`src/rtl/vga_ram_port_arbiter_if.sv`:
```
// Requester A/B Avalon-style ports plus the shared vga_ram port, bundled for vga_ram_port_arbiter.
interface vga_ram_port_arbiter_if #(
  parameter int ADDR_W = 12,
  parameter int DATA_W = 32
);
  logic                  a_req;
  logic                  a_write;
  logic                  a_lock;
  logic [ADDR_W-1:0]     a_address;
  logic [DATA_W-1:0]     a_writedata;
  logic [DATA_W/8-1:0]   a_byteenable;
  logic                  a_waitrequest;
  logic                  a_readdatavalid;
  logic [DATA_W-1:0]     a_readdata;

  logic                  b_req;
  logic                  b_write;
  logic                  b_lock;
  logic [ADDR_W-1:0]     b_address;
  logic [DATA_W-1:0]     b_writedata;
  logic [DATA_W/8-1:0]   b_byteenable;
  logic                  b_waitrequest;
  logic                  b_readdatavalid;
  logic [DATA_W-1:0]     b_readdata;

  logic [ADDR_W-1:0]     vga_ram_address;
  logic                  vga_ram_chipselect;
  logic                  vga_ram_clken;
  logic                  vga_ram_write;
  logic [DATA_W-1:0]     vga_ram_writedata;
  logic [DATA_W/8-1:0]   vga_ram_byteenable;
  logic [DATA_W-1:0]     vga_ram_readdata;

  modport slave (
    input  a_req, a_write, a_lock, a_address, a_writedata, a_byteenable,
    output a_waitrequest, a_readdatavalid, a_readdata,
    input  b_req, b_write, b_lock, b_address, b_writedata, b_byteenable,
    output b_waitrequest, b_readdatavalid, b_readdata,
    output vga_ram_address, vga_ram_chipselect, vga_ram_clken, vga_ram_write,
    output vga_ram_writedata, vga_ram_byteenable,
    input  vga_ram_readdata
  );

  modport master (
    output a_req, a_write, a_lock, a_address, a_writedata, a_byteenable,
    input  a_waitrequest, a_readdatavalid, a_readdata,
    output b_req, b_write, b_lock, b_address, b_writedata, b_byteenable,
    input  b_waitrequest, b_readdatavalid, b_readdata,
    input  vga_ram_address, vga_ram_chipselect, vga_ram_clken, vga_ram_write,
    input  vga_ram_writedata, vga_ram_byteenable,
    output vga_ram_readdata
  );
endinterface

```
`src/rtl/vga_ram_port_arbiter.sv`:
```
// Two-requester arbiter (round-robin + lock) for the single vga_ram port, with in-order read return.
// Define VGA_RAM_ARB_A_PRIORITY_EN to make A win every IDLE tie instead of round-robin.
module vga_ram_port_arbiter #(
  parameter int ADDR_W     = 12,
  parameter int DATA_W     = 32,
  parameter int RD_LATENCY = 1,
  parameter int MAX_LOCK   = 15
) (
  input  logic                  clk_clk,
  input  logic                  reset_reset_n,
  vga_ram_port_arbiter_if.slave bus
);
  localparam int               CNT_W   = $clog2(MAX_LOCK + 1);
  localparam logic [CNT_W-1:0] CNT_ONE = CNT_W'(1);
  localparam logic [CNT_W-1:0] CNT_MAX = CNT_W'(MAX_LOCK);
  localparam logic [CNT_W-1:0] CNT_ZERO = CNT_W'(0);
  localparam logic             SEL_A   = 1'b0;
  localparam logic             SEL_B   = 1'b1;

  typedef enum logic [1:0] {
    ST_IDLE   = 2'd0,
    ST_LOCK_A = 2'd1,
    ST_LOCK_B = 2'd2
  } state_e;

  state_e                state_q, state_d;
  logic                  last_winner_q, last_winner_d;
  logic [CNT_W-1:0]      lock_cnt_q, lock_cnt_d;
  logic [RD_LATENCY-1:0] tag_vld_q, tag_vld_d;
  logic [RD_LATENCY-1:0] tag_own_q, tag_own_d;

  logic grant_a_s;
  logic grant_b_s;
  logic rd_accept_s;
  logic ret_vld_s;

  // State, arbitration history and read-return tag pipeline
  always_ff @(posedge clk_clk) begin
    if (!reset_reset_n) begin
      state_q       <= ST_IDLE;
      last_winner_q <= SEL_B;
      lock_cnt_q    <= CNT_ZERO;
      tag_vld_q     <= {RD_LATENCY{1'b0}};
      tag_own_q     <= {RD_LATENCY{1'b0}};
    end else begin
      state_q       <= state_d;
      last_winner_q <= last_winner_d;
      lock_cnt_q    <= lock_cnt_d;
      tag_vld_q     <= tag_vld_d;
      tag_own_q     <= tag_own_d;
    end
  end

  // Next state: lock entry/exit, beat counting under lock, tag shift
  always_comb begin
    state_d       = state_q;
    last_winner_d = last_winner_q;
    lock_cnt_d    = lock_cnt_q;

    if (grant_a_s) begin
      last_winner_d = SEL_A;
    end else if (grant_b_s) begin
      last_winner_d = SEL_B;
    end else begin
      last_winner_d = last_winner_q;
    end

    case (state_q)
      ST_IDLE: begin
        // The entering beat is beat 1 of the lock
        if ((grant_a_s && bus.a_lock) || (grant_b_s && bus.b_lock)) begin
          if (CNT_ONE >= CNT_MAX) begin
            state_d    = ST_IDLE;
            lock_cnt_d = CNT_ZERO;
          end else begin
            state_d    = grant_a_s ? ST_LOCK_A : ST_LOCK_B;
            lock_cnt_d = CNT_ONE;
          end
        end else begin
          state_d    = ST_IDLE;
          lock_cnt_d = CNT_ZERO;
        end
      end
      ST_LOCK_A: begin
        if (grant_a_s) begin
          if (!bus.a_lock || ((lock_cnt_q + CNT_ONE) >= CNT_MAX)) begin
            state_d    = ST_IDLE;
            lock_cnt_d = CNT_ZERO;
          end else begin
            lock_cnt_d = lock_cnt_q + CNT_ONE;
          end
        end else if (!bus.a_req && !bus.a_lock) begin
          state_d    = ST_IDLE;
          lock_cnt_d = CNT_ZERO;
        end else begin
          state_d = ST_LOCK_A;
        end
      end
      ST_LOCK_B: begin
        if (grant_b_s) begin
          if (!bus.b_lock || ((lock_cnt_q + CNT_ONE) >= CNT_MAX)) begin
            state_d    = ST_IDLE;
            lock_cnt_d = CNT_ZERO;
          end else begin
            lock_cnt_d = lock_cnt_q + CNT_ONE;
          end
        end else if (!bus.b_req && !bus.b_lock) begin
          state_d    = ST_IDLE;
          lock_cnt_d = CNT_ZERO;
        end else begin
          state_d = ST_LOCK_B;
        end
      end
      default: begin
        state_d    = ST_IDLE;
        lock_cnt_d = CNT_ZERO;
      end
    endcase

    tag_vld_d    = tag_vld_q;
    tag_own_d    = tag_own_q;
    tag_vld_d[0] = rd_accept_s;
    tag_own_d[0] = grant_b_s;
    for (int i = 1; i < RD_LATENCY; i++) begin
      tag_vld_d[i] = tag_vld_q[i-1];
      tag_own_d[i] = tag_own_q[i-1];
    end
  end

  // Outputs: grant decision, waitrequest, RAM mux, read-return routing
  always_comb begin
    grant_a_s = 1'b0;
    grant_b_s = 1'b0;
    if (reset_reset_n) begin
      case (state_q)
        ST_IDLE: begin
          if (bus.a_req && bus.b_req) begin
`ifdef VGA_RAM_ARB_A_PRIORITY_EN
            grant_a_s = 1'b1;
            grant_b_s = 1'b0;
`else
            grant_a_s = (last_winner_q == SEL_B);
            grant_b_s = (last_winner_q == SEL_A);
`endif
          end else begin
            grant_a_s = bus.a_req;
            grant_b_s = bus.b_req;
          end
        end
        ST_LOCK_A: grant_a_s = bus.a_req;
        ST_LOCK_B: grant_b_s = bus.b_req;
        default: begin
          grant_a_s = 1'b0;
          grant_b_s = 1'b0;
        end
      endcase
    end else begin
      grant_a_s = 1'b0;
      grant_b_s = 1'b0;
    end

    bus.a_waitrequest      = ~grant_a_s;
    bus.b_waitrequest      = ~grant_b_s;
    bus.vga_ram_chipselect = grant_a_s | grant_b_s;
    bus.vga_ram_clken      = 1'b1;

    if (grant_b_s) begin
      bus.vga_ram_address    = bus.b_address;
      bus.vga_ram_write      = bus.b_write;
      bus.vga_ram_writedata  = bus.b_writedata;
      bus.vga_ram_byteenable = bus.b_byteenable;
    end else begin
      bus.vga_ram_address    = bus.a_address;
      bus.vga_ram_write      = grant_a_s & bus.a_write;
      bus.vga_ram_writedata  = bus.a_writedata;
      bus.vga_ram_byteenable = bus.a_byteenable;
    end

    rd_accept_s = (grant_a_s & ~bus.a_write) | (grant_b_s & ~bus.b_write);

    ret_vld_s           = tag_vld_q[RD_LATENCY-1] & reset_reset_n;
    bus.a_readdatavalid = ret_vld_s & (tag_own_q[RD_LATENCY-1] == SEL_A);
    bus.b_readdatavalid = ret_vld_s & (tag_own_q[RD_LATENCY-1] == SEL_B);
    bus.a_readdata      = bus.vga_ram_readdata;
    bus.b_readdata      = bus.vga_ram_readdata;
  end
endmodule

```
`src/flat_wrapper.sv`:
```
// flat-port wrapper written by rule: the top's interface ports become plain ports
module vga_ram_port_arbiter_flat 
#(
  parameter int ADDR_W     = 12,
  parameter int DATA_W     = 32,
  parameter int RD_LATENCY = 1,
  parameter int MAX_LOCK   = 15
)
  (clk_clk, reset_reset_n, bus_a_req, bus_a_write, bus_a_lock, bus_a_address, bus_a_writedata, bus_a_byteenable, bus_a_waitrequest, bus_a_readdatavalid, bus_a_readdata, bus_b_req, bus_b_write, bus_b_lock, bus_b_address, bus_b_writedata, bus_b_byteenable, bus_b_waitrequest, bus_b_readdatavalid, bus_b_readdata, bus_vga_ram_address, bus_vga_ram_chipselect, bus_vga_ram_clken, bus_vga_ram_write, bus_vga_ram_writedata, bus_vga_ram_byteenable, bus_vga_ram_readdata);
  vga_ram_port_arbiter_if #(.ADDR_W(ADDR_W), .DATA_W(DATA_W)) bus_i ();
  input  logic clk_clk;
  input  logic reset_reset_n;
  input wire logic [$bits(bus_i.a_req)-1:0] bus_a_req;
  input wire logic [$bits(bus_i.a_write)-1:0] bus_a_write;
  input wire logic [$bits(bus_i.a_lock)-1:0] bus_a_lock;
  input wire logic [$bits(bus_i.a_address)-1:0] bus_a_address;
  input wire logic [$bits(bus_i.a_writedata)-1:0] bus_a_writedata;
  input wire logic [$bits(bus_i.a_byteenable)-1:0] bus_a_byteenable;
  output wire logic [$bits(bus_i.a_waitrequest)-1:0] bus_a_waitrequest;
  output wire logic [$bits(bus_i.a_readdatavalid)-1:0] bus_a_readdatavalid;
  output wire logic [$bits(bus_i.a_readdata)-1:0] bus_a_readdata;
  input wire logic [$bits(bus_i.b_req)-1:0] bus_b_req;
  input wire logic [$bits(bus_i.b_write)-1:0] bus_b_write;
  input wire logic [$bits(bus_i.b_lock)-1:0] bus_b_lock;
  input wire logic [$bits(bus_i.b_address)-1:0] bus_b_address;
  input wire logic [$bits(bus_i.b_writedata)-1:0] bus_b_writedata;
  input wire logic [$bits(bus_i.b_byteenable)-1:0] bus_b_byteenable;
  output wire logic [$bits(bus_i.b_waitrequest)-1:0] bus_b_waitrequest;
  output wire logic [$bits(bus_i.b_readdatavalid)-1:0] bus_b_readdatavalid;
  output wire logic [$bits(bus_i.b_readdata)-1:0] bus_b_readdata;
  output wire logic [$bits(bus_i.vga_ram_address)-1:0] bus_vga_ram_address;
  output wire logic [$bits(bus_i.vga_ram_chipselect)-1:0] bus_vga_ram_chipselect;
  output wire logic [$bits(bus_i.vga_ram_clken)-1:0] bus_vga_ram_clken;
  output wire logic [$bits(bus_i.vga_ram_write)-1:0] bus_vga_ram_write;
  output wire logic [$bits(bus_i.vga_ram_writedata)-1:0] bus_vga_ram_writedata;
  output wire logic [$bits(bus_i.vga_ram_byteenable)-1:0] bus_vga_ram_byteenable;
  input wire logic [$bits(bus_i.vga_ram_readdata)-1:0] bus_vga_ram_readdata;
  assign bus_i.a_req = bus_a_req;
  assign bus_i.a_write = bus_a_write;
  assign bus_i.a_lock = bus_a_lock;
  assign bus_i.a_address = bus_a_address;
  assign bus_i.a_writedata = bus_a_writedata;
  assign bus_i.a_byteenable = bus_a_byteenable;
  assign bus_a_waitrequest = bus_i.a_waitrequest;
  assign bus_a_readdatavalid = bus_i.a_readdatavalid;
  assign bus_a_readdata = bus_i.a_readdata;
  assign bus_i.b_req = bus_b_req;
  assign bus_i.b_write = bus_b_write;
  assign bus_i.b_lock = bus_b_lock;
  assign bus_i.b_address = bus_b_address;
  assign bus_i.b_writedata = bus_b_writedata;
  assign bus_i.b_byteenable = bus_b_byteenable;
  assign bus_b_waitrequest = bus_i.b_waitrequest;
  assign bus_b_readdatavalid = bus_i.b_readdatavalid;
  assign bus_b_readdata = bus_i.b_readdata;
  assign bus_vga_ram_address = bus_i.vga_ram_address;
  assign bus_vga_ram_chipselect = bus_i.vga_ram_chipselect;
  assign bus_vga_ram_clken = bus_i.vga_ram_clken;
  assign bus_vga_ram_write = bus_i.vga_ram_write;
  assign bus_vga_ram_writedata = bus_i.vga_ram_writedata;
  assign bus_vga_ram_byteenable = bus_i.vga_ram_byteenable;
  assign bus_i.vga_ram_readdata = bus_vga_ram_readdata;
  vga_ram_port_arbiter #(.ADDR_W(ADDR_W), .DATA_W(DATA_W), .RD_LATENCY(RD_LATENCY), .MAX_LOCK(MAX_LOCK)) u_core (.clk_clk(clk_clk), .reset_reset_n(reset_reset_n), .bus(bus_i));
endmodule
```
`config.mk`:
```
export PLATFORM = sky130hd
export DESIGN_NAME = vga_ram_port_arbiter_flat
export DESIGN_NICKNAME = d
export VERILOG_FILES = /design/src/rtl/vga_ram_port_arbiter_if.sv /design/src/rtl/vga_ram_port_arbiter.sv /design/src/flat_wrapper.sv
export SDC_FILE = /design/constraint.sdc
export NUM_CORES = 1
export LEC_CHECK = 0
export BUFFER_PORTS_ARGS = -buffer_cell sky130_fd_sc_hd__buf_4
export CORE_AREA = 2 2 100 102
export CTS_BUF_LIST = sky130_fd_sc_hd__clkbuf_4 sky130_fd_sc_hd__clkbuf_8 sky130_fd_sc_hd__clkbuf_16
export CTS_CLUSTER_DIAMETER = 60
export DETAILED_ROUTE_END_ITERATION = 7
export DIE_AREA = 0 0 102 104
export SYNTH_ARGS = -nofsm -noshare
export SYNTH_HDL_FRONTEND = slang
export SYNTH_SLANG_ARGS = --single-unit
```
`constraint.sdc`:
```
create_clock -name clk_clk -period 3.95 [get_ports clk_clk]
set_input_delay 0.395 -clock clk_clk [delete_from_list [all_inputs] [get_ports clk_clk]]
set_output_delay 0.395 -clock clk_clk [all_outputs]
set_load 0.02 [all_outputs]
```
## Word-level counts from Yosys, hierarchy flattened

Index checks and enable logic that the tools add are counted.

- Add/subtract/negate cells: 1
- $lt $le $gt $ge: 1
- Equality and inequality tests: 6
- Mux-type cells: 29
- Bitwise logic cells: 14
- Reductions and logical operators: 16

Operators by type and width:

| operator | number |
|---|---|
| $mux 32 | 1 |
| $mux 4 | 7 |
| $mux 2 | 7 |
| $mux 12 | 1 |
| $pmux 4 s3 | 1 |
| $mux 1 | 9 |
| $and 1x1->1 | 6 |
| $ne 3x1->1 const B | 2 |
| $ne 3x3->1 const B | 2 |
| $not 1->1 | 6 |
| $pmux 2 s3 | 1 |
| $logic_and 1x1->1 | 5 |
| $add 4x1->4 const B | 1 |
| $ge 4x4->1 const B | 1 |
| $logic_not 1->1 | 4 |
| $pmux 1 s2 | 2 |
| $reduce_and 2->1 | 2 |
| $logic_or 1x1->1 | 3 |
| $eq 2x1->1 const B | 1 |
| $eq 2x2->1 const B | 1 |
| $logic_not 2->1 | 1 |
| $or 1x1->1 | 2 |
| $reduce_bool 2->1 | 1 |

- Flip-flop bits (word level): 9
- Input bits: 136
- Logic and storage cells: 72

## Logic depth before layout (Yosys ltp)

- Word-level depth: 8
- Mapped depth: 7
- Gate-level depth less buffers: 7

## Worst setup path before layout

OpenSTA, ideal clock, no wires.

- Path type: in2out
- Start point: input port bus_b_req
- End point: output port bus_vga_ram_writedata[16]
- Arrival: 1.317 ns
- Data required time: 3.555 ns
- Setup slack: 2.238 ns
- Stages on the path: 7
- Path buffers: 2
- Cells stage by stage: nor2b_1 > o211a_1 > buf_2 > inv_2 > buf_2 > nand2_1 > nand2_1

- Word-level cells in the longest chain between the ends: 5

Ends and longest elaborated chain:

| item | RTL line | text |
|---|---|---|
| from (decl) | flat_wrapper.sv:22 | `input wire logic [$bits(bus_i.b_req)-1:0] bus_b_req;` |
| $logic_and 1x1->1 | vga_ram_port_arbiter.sv:137 | `if (bus.a_req && bus.b_req) begin` |
| $mux 1 | vga_ram_port_arbiter.sv:137 |  |
| $pmux 1 s2 * | vga_ram_port_arbiter.sv:135 | `case (state_q)` |
| $mux 1 * | vga_ram_port_arbiter.sv:134 | `if (reset_reset_n) begin` |
| $mux 32 * | vga_ram_port_arbiter.sv:167 | `if (grant_b_s) begin` |
| to (decl) | flat_wrapper.sv:35 | `output wire logic [$bits(bus_i.vga_ram_writedata)-1:0] bus_vga_ram_writedata;` |

Mark *: on every way between the ends. The rest lies on a longest branch, timed or not.

## Final worst setup path

- Start point: register u_core.state_q[0]
- End point: output port bus_vga_ram_writedata[1]

- Word-level cells in the longest chain between the ends: 4
- Elaborated cells on any way between the ends: 5
- Classes of those cells: eq/ne: 1; mux: 3; reduce/logical: 1

Ends and longest elaborated chain:

| item | RTL line | text |
|---|---|---|
| from (decl) | vga_ram_port_arbiter.sv:26 | `state_e state_q, state_d;` |
| from (signal assigned) | vga_ram_port_arbiter.sv:46 | `state_q <= state_d;` |
| $eq 2x2->1 or $logic_not 2->1 (tied branches) | vga_ram_port_arbiter.sv:135 |  |
| $pmux 1 s2 * | vga_ram_port_arbiter.sv:135 |  |
| $mux 1 * | vga_ram_port_arbiter.sv:134 |  |
| $mux 32 * | vga_ram_port_arbiter.sv:167 |  |

Marked as above.

==> results.txt <==
Status - finished, final reports clean
Initial antenna violation count - 0
Pleak - 1.432 nW
Register area - 180.2 sq um
First-pass GRT wire length - 8680 um
Most common cell in the netlist - nand2_1
Total grt overflow - 0
Min-delay src - bus_b_write
Avg WL per Cell - 11.24 um
Deepest clock path buffer count - 2
Unique cell type count in the Yosys netlist - 38
Seq cells post-synth - 9
Post-CTS setup buffer count - 0
Post-Syn Nets - 424
Critical path data arrival time - 2.33 ns
Slew margin rel. - 0.4520
Critical Path RT - 3.56 ns
FF-to-FF Start - u_core.state_q[0]$_SDFFE_PN0P_
Sequential element share of the synthesized area - 0.1103
DR pass1 iterations - 4
GR met2 Demand/Resource - 0.1645
Gr usage total - 0.1001
Routed via count - 1945
Max cap viols - 0
Setup crit end - bus_vga_ram_writedata[1]
Post-synth top area cell - nand2_1
Top cells by area, synth - nand2_1 35%, buf_4 30%, dfxtp_1 11%
Placement Setup Slack - 1.242 ns
Unrepaired setup endpoints after global routing - no
Io pins - 255
Setup crit end kind - output pin
Die area - 0.01061 sq mm
Setup crit start - u_core.state_q[0]$_SDFFE_PN0P_
Slew @ Worst Pin - 0.8220 ns
Core ar. - 0.009549 sq mm
CTS Hold Bufs - 0
Final Hold Fails - 0
Cell area after synthesis - 0.001634 sq mm
Clock latency on the worst-skew pair - 0.23 ns
Port buffer count - 157
Peak VDD IR - 0.00009283 V
Ant. Diodes - 0
Syn Area/Cell - 5.714 sq um
Setup crit start kind - flip-flop
Post-DP HPWL - 4675 um
Final net count - 510
Hold Crit Class - in -> reg
Synth top area share - 0.3515
Reg2Reg Depth - 5
Cells along the critical path - nor2b_1 > o211a_2 > inv_2 > nand2_1 > nand2_1 > buf_4
Final slew viol count - 0
Gate Count Post-Synth - 286
Final setup viols - 0
Tmin final - 2.724 ns
Post-synth EDFFs - 0
CP dominant cell by count - nand2_1
Setup Crit Path Kind - reg -> out
Hold Crit Depth - 2
Met1 Track Usage GR - 0.1199
Post-CTS sizing - 0
Initial Utilization - 0.1711
Setup TNS - 0 ns
Root Buffer - clkbuf_8
Avg Vias per Cell - 3.859
Vias in the first global route - 1778
Reg-to-reg critical path endpoint - u_core.state_q[1]$_SDFFE_PN0P_
Largest stage delay, worst path - 0.60 ns
Main synth FF type - dfxtp_1
Syn-to-layout area delta - 51.84%
Post-Route WL - 5666 um
Fraction of layout cells with a size suffix above 1 - 0.4555
Max Freq - 367.1 MHz
# DRC - 0
Worst Path Max Fanout - 51
Initial DRC count - 64
Synth warn - 0
Row Count - 36
Final worst slack - 1.226 ns
Die width - 102 um
GPL Wtd Cong - 0.7555
Area occupied by multi-input gates - 877.1 sq um
# fillers - 1087
GR peak layer - met2
Die height - 104 um
R2R setup slack - 1.92 ns
Worst-path clk slew - 0.04 ns
H-tree Lvls - 1
Met3 usage - 0.03159
Pwr dens - 204.8 mW/mm^2
CTS Sinks - 9
Final period util - 0.6896
Final ANT Viol Nets - 0
CTS tree - yes
Largest net degree at the start of global routing - 52
Total CTS buffers - 3
Final Util - 0.2598
Clock skew - 0.001246 ns
CP max-delay cell - o211a_2
Async SR Flop Fraction - 0
Top cells by count, synth - 153 x nand2_1, 65 x buf_4, 11 x buf_2
==> placed cells by master, fill, tap and decap left out <==
master / Yosys / layout
buf_4: 65 / 158
nand2_1: 153 / 153
dfxtp_1: 9 / 9
inv_1: 5 / 5
nor2_1: 4 / 4
clkbuf_8: 0 / 3
nand2b_1: 2 / 2
a22o_1: 2 / 2
o21ai_1: 2 / 2
o22ai_1: 2 / 2
o21ai_0: 2 / 2
ha_1: 2 / 2
and2b_2: 1 / 1
o211a_1: 2 / 1
nor2b_1: 1 / 1
o211a_2: 0 / 1
inv_2: 1 / 1
and3_1: 1 / 1
and2_2: 1 / 1
or2b_1: 1 / 1
o21ai_2: 1 / 1
nand4b_1: 1 / 1
and4b_1: 1 / 1
and4b_2: 1 / 1
a311o_2: 1 / 1
nor4b_1: 1 / 1
nor3_1: 1 / 1
o21a_1: 1 / 1
nand3_1: 1 / 1
o211ai_1: 1 / 1
a21oi_1: 1 / 1
a21o_1: 1 / 1
a221o_1: 1 / 1
o31a_1: 1 / 1
a32o_1: 1 / 1
a31oi_1: 1 / 1
o2111ai_1: 1 / 1
conb_1: 1 / 1
clkbuf_4: 0 / 1
==> through the flow <==
step / hold slack [ns] / total power, mW / instances / area, sq um
after global routing: 0.3351 / 0.5429 / 504 / 2481
after detailed placement: 0.4953 / 0.3981 / 500 / 2432
final: 0.3460 / 0.5082 / 504 / 2481
after global placement: 0.4867 / 0.3963 / 500 / 2432
after CTS: 0.3392 / 0.5160 / 504 / 2481
after floorplan: 0.4665 / 0.3272 / 286 / 1634
==> where the power goes <==
| part | switching (mW) | internal (mW) | total (mW) |
|---|---|---|---|
| combinational | 0.147 | 0.148 | 0.295 |
| sequential | 0.00325 | 0.0948 | 0.0980 |
| clock | 0.0378 | 0.0773 | 0.115 |
| total | 0.189 | 0.320 | 0.508 |
==> flip-flops by register name (all words and copies together) (netlist names) <==
name	count
u_core.last_winner_q	1
u_core.tag_vld_q	1
u_core.lock_cnt_q	4
u_core.tag_own_q	1
u_core.state_q	2
==> worst max-delay path: cells and delay by family (launching register included) <==
kind	cells	cell delay (ns)
flip-flops	1	0.36
buffers and inverters	2	0.65
AND/OR/NAND/NOR	3	0.44
AO/OA/AOI/OAI	1	0.60
==> cell type report <==
class | count | share of cell area
Multi-Input combinational cell | 194 | 0.3535
Inverter | 6 | 0.009077
Clock buffer | 4 | 0.01967
Tap cell | 133 | 0.06707
Timing Repair Buffer | 158 | 0.4781
Sequential cell | 9 | 0.07262
==> cell families (layout without fill, tap and decap cells) <==
family / count (synthesis) / in the layout / synth area share
simple gates: 170 / 170 / 0.4204
flops: 9 / 9 / 0.1103
buf+inv: 83 / 168 / 0.3530
fa+ha+maj: 2 / 2 / 0.01531
other cells: 1 / 1 / 0.002295
compound gates: 21 / 21 / 0.09878
==> worst min-delay path by stage <==
stage / end / slack (ns)
after global placement: u_core.lock_cnt_q[2]$_SDFFE_PN0P_ / 0.49
final: u_core.tag_vld_q$_SDFF_PN0_ / 0.35
after CTS: u_core.tag_vld_q$_SDFF_PN0_ / 0.34
after global routing: u_core.tag_vld_q$_SDFF_PN0_ / 0.34
after detailed placement: u_core.last_winner_q$_SDFFE_PN1P_ / 0.50
after floorplan: u_core.lock_cnt_q[2]$_SDFFE_PN0P_ / 0.47
==> layer usage <==
metal / vias to the layer above / share of wire
li1: 995 / -
met1: 829 / 0.39
met2: 100 / 0.48
met3: 21 / 0.097
met4: 0 / 0.027
met5: - / 0
Note: power is estimated with default switching activity, not from simulation.
